### src/rtl/axi_txn_sig_pkg.sv
// axi_txn_sig_pkg
//   Shared types and helpers for the AXI write-path signature scoreboard.
//   sig_rec_t : one reduced transaction {addr, len, data_sig, beats}
//   fold32()  : XOR of all 32-bit slices of a data word
//   The record address field is sized for the widest supported ADDR_W and
//   the fold input for the widest supported DATA_W; narrower users
//   zero-extend, which leaves both the compare and the fold unchanged.
package axi_txn_sig_pkg;

    localparam int SIG_W      = 32;
    localparam int MAX_ADDR_W = 64;
    localparam int MAX_DATA_W = 1024;

    typedef struct packed {
        logic [MAX_ADDR_W-1:0] addr;
        logic [7:0]            len;
        logic [SIG_W-1:0]      data_sig;
        logic [8:0]            beats;
    } sig_rec_t;

    function automatic logic [SIG_W-1:0] fold32(input logic [MAX_DATA_W-1:0] data);
        logic [SIG_W-1:0] f;
        f = '0;
        for (int i = 0; i < MAX_DATA_W / SIG_W; i++) begin
            f = f ^ data[i*SIG_W +: SIG_W];
        end
        return f;
    endfunction

endpackage

### src/rtl/axi_txn_sig_capture.sv
// axi_txn_sig_capture
//   Passive tap of one AXI write interface. Reduces each transaction to a
//   sig_rec_t and queues it for the in-order comparator.
//   Inputs : aclk, aresetn (sync, active low), clr (sync clear),
//            AW tap (awvalid/awready/awaddr/awlen),
//            W tap (wvalid/wready/wlast/wdata), rec_pop from comparator.
//   Outputs: rec_valid/rec (head record, fall-through), overflow (sticky),
//            len_err (sticky), empty (no queued state, no partial signature).
module axi_txn_sig_capture
    import axi_txn_sig_pkg::*;
#(
    parameter int ADDR_W = 32,
    parameter int DATA_W = 64,
    parameter int DEPTH  = 8
) (
    input  logic              aclk,
    input  logic              aresetn,
    input  logic              clr,
    input  logic              awvalid,
    input  logic              awready,
    input  logic [ADDR_W-1:0] awaddr,
    input  logic [7:0]        awlen,
    input  logic              wvalid,
    input  logic              wready,
    input  logic              wlast,
    input  logic [DATA_W-1:0] wdata,
    input  logic              rec_pop,
    output logic              rec_valid,
    output sig_rec_t          rec,
    output logic              overflow,
    output logic              len_err,
    output logic              empty
);

    localparam int PW = $clog2(DEPTH);
    localparam logic [PW:0] FULL_CNT = (PW+1)'(DEPTH);

    logic rst;
    assign rst = !aresetn || clr;

    logic             aw_hs, w_hs, last_hs;
    logic [SIG_W-1:0] acc, acc_next;
    logic [8:0]       beats;

    assign aw_hs    = awvalid && awready;
    assign w_hs     = wvalid && wready;
    assign last_hs  = w_hs && wlast;
    assign acc_next = {acc[SIG_W-2:0], acc[SIG_W-1]} ^ fold32(MAX_DATA_W'(wdata));

    logic [ADDR_W-1:0] cmd_addr_mem [DEPTH];
    logic [7:0]        cmd_len_mem  [DEPTH];
    logic [PW-1:0]     cmd_wp, cmd_rp;
    logic [PW:0]       cmd_cnt;

    logic [SIG_W-1:0]  dsig_sig_mem   [DEPTH];
    logic [8:0]        dsig_beats_mem [DEPTH];
    logic [PW-1:0]     dsig_wp, dsig_rp;
    logic [PW:0]       dsig_cnt;

    sig_rec_t          rec_mem [DEPTH];
    logic [PW-1:0]     rec_wp, rec_rp;
    logic [PW:0]       rec_cnt;

    logic     do_join, cmd_push, dsig_push, cmd_drop, dsig_drop;
    logic     rec_store, rec_take, beats_bad;
    sig_rec_t join_rec;

    assign do_join = (cmd_cnt != '0) && (dsig_cnt != '0) && (rec_cnt != FULL_CNT);

    // A pop in the same cycle frees the slot, so a full FIFO still accepts.
    assign cmd_push  = aw_hs && ((cmd_cnt != FULL_CNT) || do_join);
    assign cmd_drop  = aw_hs && !cmd_push;
    assign dsig_push = last_hs && ((dsig_cnt != FULL_CNT) || do_join);
    assign dsig_drop = last_hs && !dsig_push;

    assign join_rec = '{addr:     MAX_ADDR_W'(cmd_addr_mem[cmd_rp]),
                        len:      cmd_len_mem[cmd_rp],
                        data_sig: dsig_sig_mem[dsig_rp],
                        beats:    dsig_beats_mem[dsig_rp]};
    assign beats_bad = dsig_beats_mem[dsig_rp] != ({1'b0, cmd_len_mem[cmd_rp]} + 9'd1);

    // Record FIFO is fall-through: a freshly joined record is offered to the
    // comparator in the join cycle and only stored if it is not consumed.
    assign rec_valid = (rec_cnt != '0) || do_join;
    assign rec       = (rec_cnt != '0) ? rec_mem[rec_rp] : join_rec;
    assign rec_take  = rec_pop && (rec_cnt != '0);
    assign rec_store = do_join && !((rec_cnt == '0) && rec_pop);

    assign empty = (cmd_cnt == '0) && (dsig_cnt == '0) && (rec_cnt == '0) && (beats == '0);

    always_ff @(posedge aclk) begin
        if (cmd_push) begin
            cmd_addr_mem[cmd_wp] <= awaddr;
            cmd_len_mem[cmd_wp]  <= awlen;
        end
        if (dsig_push) begin
            dsig_sig_mem[dsig_wp]   <= acc_next;
            dsig_beats_mem[dsig_wp] <= beats + 9'd1;
        end
        if (rec_store) begin
            rec_mem[rec_wp] <= join_rec;
        end
    end

    always_ff @(posedge aclk) begin
        if (rst) begin
            acc      <= '0;
            beats    <= '0;
            cmd_wp   <= '0;
            cmd_rp   <= '0;
            cmd_cnt  <= '0;
            dsig_wp  <= '0;
            dsig_rp  <= '0;
            dsig_cnt <= '0;
            rec_wp   <= '0;
            rec_rp   <= '0;
            rec_cnt  <= '0;
            overflow <= 1'b0;
            len_err  <= 1'b0;
        end else begin
            if (w_hs) begin
                acc   <= wlast ? '0 : acc_next;
                beats <= wlast ? '0 : beats + 9'd1;
            end
            if (cmd_push)  cmd_wp  <= cmd_wp + PW'(1);
            if (do_join)   cmd_rp  <= cmd_rp + PW'(1);
            if (dsig_push) dsig_wp <= dsig_wp + PW'(1);
            if (do_join)   dsig_rp <= dsig_rp + PW'(1);
            if (rec_store) rec_wp  <= rec_wp + PW'(1);
            if (rec_take)  rec_rp  <= rec_rp + PW'(1);
            cmd_cnt  <= cmd_cnt + (PW+1)'(cmd_push) - (PW+1)'(do_join);
            dsig_cnt <= dsig_cnt + (PW+1)'(dsig_push) - (PW+1)'(do_join);
            rec_cnt  <= rec_cnt + (PW+1)'(rec_store) - (PW+1)'(rec_take);
            if (cmd_drop || dsig_drop) overflow <= 1'b1;
            if (do_join && beats_bad)  len_err  <= 1'b1;
        end
    end

endmodule

### src/rtl/axi_txn_sig_scoreboard.sv
// axi_txn_sig_scoreboard
//   In-order signature scoreboard for one AXI write path. Two passive
//   capture taps (u_* upstream, d_* downstream) feed an in-order comparator.
//   Inputs : aclk, aresetn (sync, active low), clr (sync clear),
//            u_aw*/u_w* and d_aw*/d_w* tap signals.
//   Outputs: pass_cnt/fail_cnt (saturating), mismatch (sticky),
//            first_fail_addr, overflow (sticky), len_err (sticky), idle.
//   Optional: define AXI_TXN_SIG_SCOREBOARD_TIMEOUT_EN to add the sticky
//            timeout output and its watchdog (limit TIMEOUT cycles).
module axi_txn_sig_scoreboard
    import axi_txn_sig_pkg::*;
#(
    parameter int ADDR_W  = 32,
    parameter int DATA_W  = 64,
    parameter int DEPTH   = 8,
    parameter int CNT_W   = 16,
    parameter int TIMEOUT = 1024
) (
    input  logic              aclk,
    input  logic              aresetn,
    input  logic              clr,
    input  logic              u_awvalid,
    input  logic              u_awready,
    input  logic [ADDR_W-1:0] u_awaddr,
    input  logic [7:0]        u_awlen,
    input  logic              u_wvalid,
    input  logic              u_wready,
    input  logic              u_wlast,
    input  logic [DATA_W-1:0] u_wdata,
    input  logic              d_awvalid,
    input  logic              d_awready,
    input  logic [ADDR_W-1:0] d_awaddr,
    input  logic [7:0]        d_awlen,
    input  logic              d_wvalid,
    input  logic              d_wready,
    input  logic              d_wlast,
    input  logic [DATA_W-1:0] d_wdata,
    output logic [CNT_W-1:0]  pass_cnt,
    output logic [CNT_W-1:0]  fail_cnt,
    output logic              mismatch,
    output logic [ADDR_W-1:0] first_fail_addr,
    output logic              overflow,
    output logic              len_err,
    output logic              idle
`ifdef AXI_TXN_SIG_SCOREBOARD_TIMEOUT_EN
    ,
    output logic              timeout
`endif
);

    if (DATA_W % SIG_W != 0 || DATA_W > MAX_DATA_W || ADDR_W > MAX_ADDR_W ||
        DEPTH < 2 || (DEPTH & (DEPTH - 1)) != 0 || TIMEOUT < 1) begin : g_param_check
        $error("axi_txn_sig_scoreboard: illegal parameter set");
    end

    logic     rst;
    logic     u_rec_valid, d_rec_valid, u_ovf, d_ovf, u_len_err, d_len_err, u_empty, d_empty;
    sig_rec_t u_rec, d_rec;
    logic     cmp;

    assign rst = !aresetn || clr;
    assign cmp = u_rec_valid && d_rec_valid;

    axi_txn_sig_capture #(.ADDR_W(ADDR_W), .DATA_W(DATA_W), .DEPTH(DEPTH)) u_cap (
        .aclk(aclk), .aresetn(aresetn), .clr(clr),
        .awvalid(u_awvalid), .awready(u_awready), .awaddr(u_awaddr), .awlen(u_awlen),
        .wvalid(u_wvalid), .wready(u_wready), .wlast(u_wlast), .wdata(u_wdata),
        .rec_pop(cmp), .rec_valid(u_rec_valid), .rec(u_rec),
        .overflow(u_ovf), .len_err(u_len_err), .empty(u_empty)
    );

    axi_txn_sig_capture #(.ADDR_W(ADDR_W), .DATA_W(DATA_W), .DEPTH(DEPTH)) d_cap (
        .aclk(aclk), .aresetn(aresetn), .clr(clr),
        .awvalid(d_awvalid), .awready(d_awready), .awaddr(d_awaddr), .awlen(d_awlen),
        .wvalid(d_wvalid), .wready(d_wready), .wlast(d_wlast), .wdata(d_wdata),
        .rec_pop(cmp), .rec_valid(d_rec_valid), .rec(d_rec),
        .overflow(d_ovf), .len_err(d_len_err), .empty(d_empty)
    );

    assign overflow = u_ovf || d_ovf;
    assign len_err  = u_len_err || d_len_err;
    assign idle     = u_empty && d_empty;

    always_ff @(posedge aclk) begin
        if (rst) begin
            pass_cnt        <= '0;
            fail_cnt        <= '0;
            mismatch        <= 1'b0;
            first_fail_addr <= '0;
        end else if (cmp) begin
            if (u_rec == d_rec) begin
                if (pass_cnt != '1) pass_cnt <= pass_cnt + CNT_W'(1);
            end else begin
                if (fail_cnt != '1) fail_cnt <= fail_cnt + CNT_W'(1);
                mismatch <= 1'b1;
                if (!mismatch) first_fail_addr <= u_rec.addr[ADDR_W-1:0];
            end
        end
    end

`ifdef AXI_TXN_SIG_SCOREBOARD_TIMEOUT_EN
    localparam int WD_W = $clog2(TIMEOUT + 1);
    logic [WD_W-1:0] wd_cnt;

    // Runs only while exactly one side has a record waiting for its partner.
    always_ff @(posedge aclk) begin
        if (rst) begin
            wd_cnt  <= '0;
            timeout <= 1'b0;
        end else if (cmp || (!u_rec_valid && !d_rec_valid)) begin
            wd_cnt <= '0;
        end else if (wd_cnt != WD_W'(TIMEOUT)) begin
            wd_cnt <= wd_cnt + WD_W'(1);
            if (wd_cnt == WD_W'(TIMEOUT - 1)) timeout <= 1'b1;
        end
    end
`endif

endmodule

### config.mk
export PLATFORM = sky130hd
export DESIGN_NAME = axi_txn_sig_scoreboard
export DESIGN_NICKNAME = d
export VERILOG_FILES = /design/src/rtl/axi_txn_sig_pkg.sv /design/src/rtl/axi_txn_sig_capture.sv /design/src/rtl/axi_txn_sig_scoreboard.sv
export SDC_FILE = /design/constraint.sdc
export NUM_CORES = 2
export LEC_CHECK = 0
export CORE_ASPECT_RATIO = 0.7
export CORE_MARGIN = 2
export CORE_UTILIZATION = 50
export CTS_CLUSTER_DIAMETER = 30
export DETAILED_ROUTE_END_ITERATION = 10
export PLACE_DENSITY = 0.67
export SETUP_SLACK_MARGIN = 0.4
export SLEW_MARGIN = 20
export SYNTH_ARGS = -nofsm -noshare
export SYNTH_HDL_FRONTEND = slang
export SYNTH_SLANG_ARGS = --single-unit
### constraint.sdc
create_clock -name aclk -period 11.9 [get_ports aclk]
set_input_delay 2.975 -clock aclk [delete_from_list [all_inputs] [get_ports aclk]]
set_output_delay 2.975 -clock aclk [all_outputs]
set_load 0.02 [all_outputs]
==> results by group <==
Yosys
  – Ys async rst share: 0
  – Share of the yosys chip area belonging to registers: 0.744
  – Mapped cell area: 111,000 µm²
  – Distinct cells, synth: 57
  – Synth warn: 0
  – Synthesized instance count: 5,617
  – Yosys reg bits: 2,821
  – Synth Net Count: 5,900
  – Synth top area cells: edfxtp_1 (70%), mux4_2 (13%), dfxtp_1 (4.1%), xnor2_1 (1.6%), mux2_2 (1.2%)
  – Cell taking the most area after synthesis: edfxtp_1
  – Number of synthesized flops with an enable pin: 2,592
  – Synth Flop Type: edfxtp_1
  – Area share of the largest cell type after synthesis: 0.702
  – Avg Synthesized Cell Area: 19.7 µm²

Clock network
  – TritonCTS clock tree: built
  – H-tree depth: 5
  – Cts bufs inserted: 432
  – CTS clock-pin slew for the worst setup and hold paths: 0.05 ns
  – Worst-case clock buffer depth: 4
  – # clock sinks: 2,821
  – Post-CTS Setup Repair Bufs: 0
  – Worst-Skew Late Latency: 0.90 ns
  – Clk root buf: clkbuf_16
  – CTS resizes: 0
  – Cts hold-fix bufs: 0

Pwr
  – Psw: 5.01 mW
  – Worst vdd ir: 0.124 mV
  – Power density cells: 184 nW/µm²
  – Reg power frac: 0.447
  – Leakage power: 41.4 nW
  – Internal power: 19.3 mW
  – Gate power share: 0.023
  – Clock power frac: 0.530
  – Sw Ratio: 0.206

Timing
  – Slew headroom: 0.202
  – FMAX: 153 MHz
  – Clock skew: 0.0733 ns
  – Unrepaired setup endpoints after global routing: false
  – TNS Setup: 0 ns
  – Max-slew violation count: 0
  – Final period util: 0.550
  – Worst-Margin Slew: 1.16 ns
  – Setup-failing EPs final: 0
  – Post-layout min period: 6.54 ns
  – Final WS setup: 5.36 ns
  – Final hold violations: 0

Critical path
  – Crit path launch type: flip-flop
  – Crit path max fanout: 32
  – Worst EP required: 8.93 ns
  – Crit path kind: reg2out
  – Crit path DAT: 3.57 ns
  – Crit end category: output pin

GRT
  – Total GRT Usage: 0.233
  – Gr ovfl total: 0
  – Global-route wire length before repair: 386,000 µm
  – Vias in the first global route: 57,000
  – Initial antenna violation count: 15
  – Largest net degree at the start of global routing: 145

Placed design
  – Port Buffers: 288
  – Hpwl dp: 153,000 µm
  – GPL Wtd Cong: 0.798
  – Pre-CTS setup slack: 5.51 ns
  – Post-DP Area: 117,000 µm²

Detailed routing
  – DR DRC count: 0
  – Routed vias: 56,700
  – Post-DRT Antenna Nets: 0
  – DRT Pass-1 Iters: 5
  – DRT iter0 DRCs: 6,793
  – Final WL: 263,000 µm
  – Wirelength per Cell: 27.8 µm
  – Vias/cell: 5.99

Flow run
  – # Max-Cap Violations: 0

Finish
  – Area grow syn2layout: 19.6%
  – Fillcell total: 15,400
  – Layout cells sized above 1: 0.262
  – NumNets Final: 6,450
  – Sequential cell area: 82,500 µm²
  – Final instance area: 133,000 µm²
  – Multi-input combinational cell area: 27,200 µm²

Floorplanning
  – Chip width: 567 µm
  – Die H: 398 µm
  – Die ar.: 225,000 µm²
  – Initial core utilization: 0.503
  – Rows: 144
  – Total core area: 220,000 µm²
  – I/O Pins: 289

Min path
  – Worst hold path class: reg2reg

Run status
  – Status: finished clean
cells in the mapped netlist (22+ instances only):
cell,number
a21oi_1,188
a22o_1,67
a22oi_1,78
and3_1,22
buf_1,28
buf_2,92
buf_4,37
clkbuf_1,137
dfxtp_1,229
edfxtp_1,2592
ha_1,56
inv_1,68
mux2_2,121
mux2i_1,83
mux4_2,648
nand2_1,233
nand2b_1,69
nand3_1,32
nand3b_1,30
nor2_1,223
nor3_1,29
o21ai_0,70
xnor2_1,207
xor2_1,66
worst paths after layout:
path                            depth (start not counted)             end  slack (ns)        startpoint
worst max-delay path                                    7            idle        5.36  u_cap.rec_cnt[2]
worst min-delay path                                    2  d_cap.overflow        0.47    d_cap.overflow
worst max register to register                         13    pass_cnt[10]        5.85         flip-flop
worst min register to register                          2  d_cap.overflow        0.47    d_cap.overflow
stage by stage:
step | power, mW | instances | hold slack [ns] | util
after floorplan | 11.3 | 5617 | 0.429 | -
after global placement | 11.6 | 8650 | 0.443 | 0.533
after detailed placement | 11.6 | 8652 | 0.451 | 0.533
after CTS | 24.5 | 9462 | 0.469 | 0.602
after global routing | 25.0 | 9464 | 0.489 | 0.602
final | 24.3 | 9465 | 0.469 | 0.602
layout by cell type, fill, tap and decap left out, drive strengths merged, types with 125 or more instances in the layout:
master         instances
edfxtp              2592
mux4                 648
clkbuf               500
clkdlybuf4s50        288
nand2                233
dfxtp                229
nor2                 223
xnor2                207
a21oi                188
clkinv               144
inv                  126
buf                  125
routing by layer:
metal / routed length [µm] / global-route usage / share of wire
met1: 114000 / 0.351 / 0.43
met2: 118000 / 0.342 / 0.45
met3: 26600 / 0.0616 / 0.10
met4: 4730 / 0.0550 / 0.018
met5: 126 / 0 / 0.00048
cell type report:
cell class	instances	area share
inverter	69	0.00195
clock inverter	311	0.0285
timing repair buffer	414	0.0293
multi-input combinational	2429	0.205
antenna	2	0.0000378
tap	2920	0.0276
sequential	2821	0.622
clock buffer	499	0.0853
critical path: stages (launching register included):
cell and delay, ns:
dfxtp_1 0.29, inv_1 0.09, ha_1 0.16, nor3b_2 0.15
buf_4 0.47, nand4_1 0.17, nor3_1 0.61, clkdlybuf4s50_1 0.76
power by group through the flow:
stage / clock network, mW / registers (mW) / logic (mW)
after CTS: 13.1 / 10.9 / 0.557
final: 12.9 / 10.9 / 0.558
after floorplan: 0 / 11.1 / 0.255
after global routing: 13.5 / 10.9 / 0.599
after global placement: 0 / 11.1 / 0.537
after detailed placement: 0 / 11.1 / 0.554
state kept, by name, indices dropped and copies added, names as in the netlist, 32 cells and up, named ones only:
name	flops
d_cap.dsig_sig_mem	256
u_cap.acc	32
u_cap.dsig_sig_mem	256
d_cap.rec_mem	648
d_cap.dsig_beats_mem	72
u_cap.cmd_addr_mem	256
u_cap.cmd_len_mem	64
d_cap.cmd_len_mem	64
d_cap.cmd_addr_mem	256
u_cap.rec_mem	648
u_cap.dsig_beats_mem	72
first_fail_addr	32
d_cap.acc	32
kinds of logic after synthesis:
logic type,after synthesis,synth area share
flip-flops,2821,0.744
multiplexers,854,0.152
AND/OR/NAND/NOR,757,0.0327
AO/OA/AOI/OAI,483,0.0278
buffers and inverters,367,0.0150
XOR/XNOR,273,0.0216
adder cells (fa/ha/maj),62,0.00741
No activity file was read; power rests on OpenSTA's default activity.
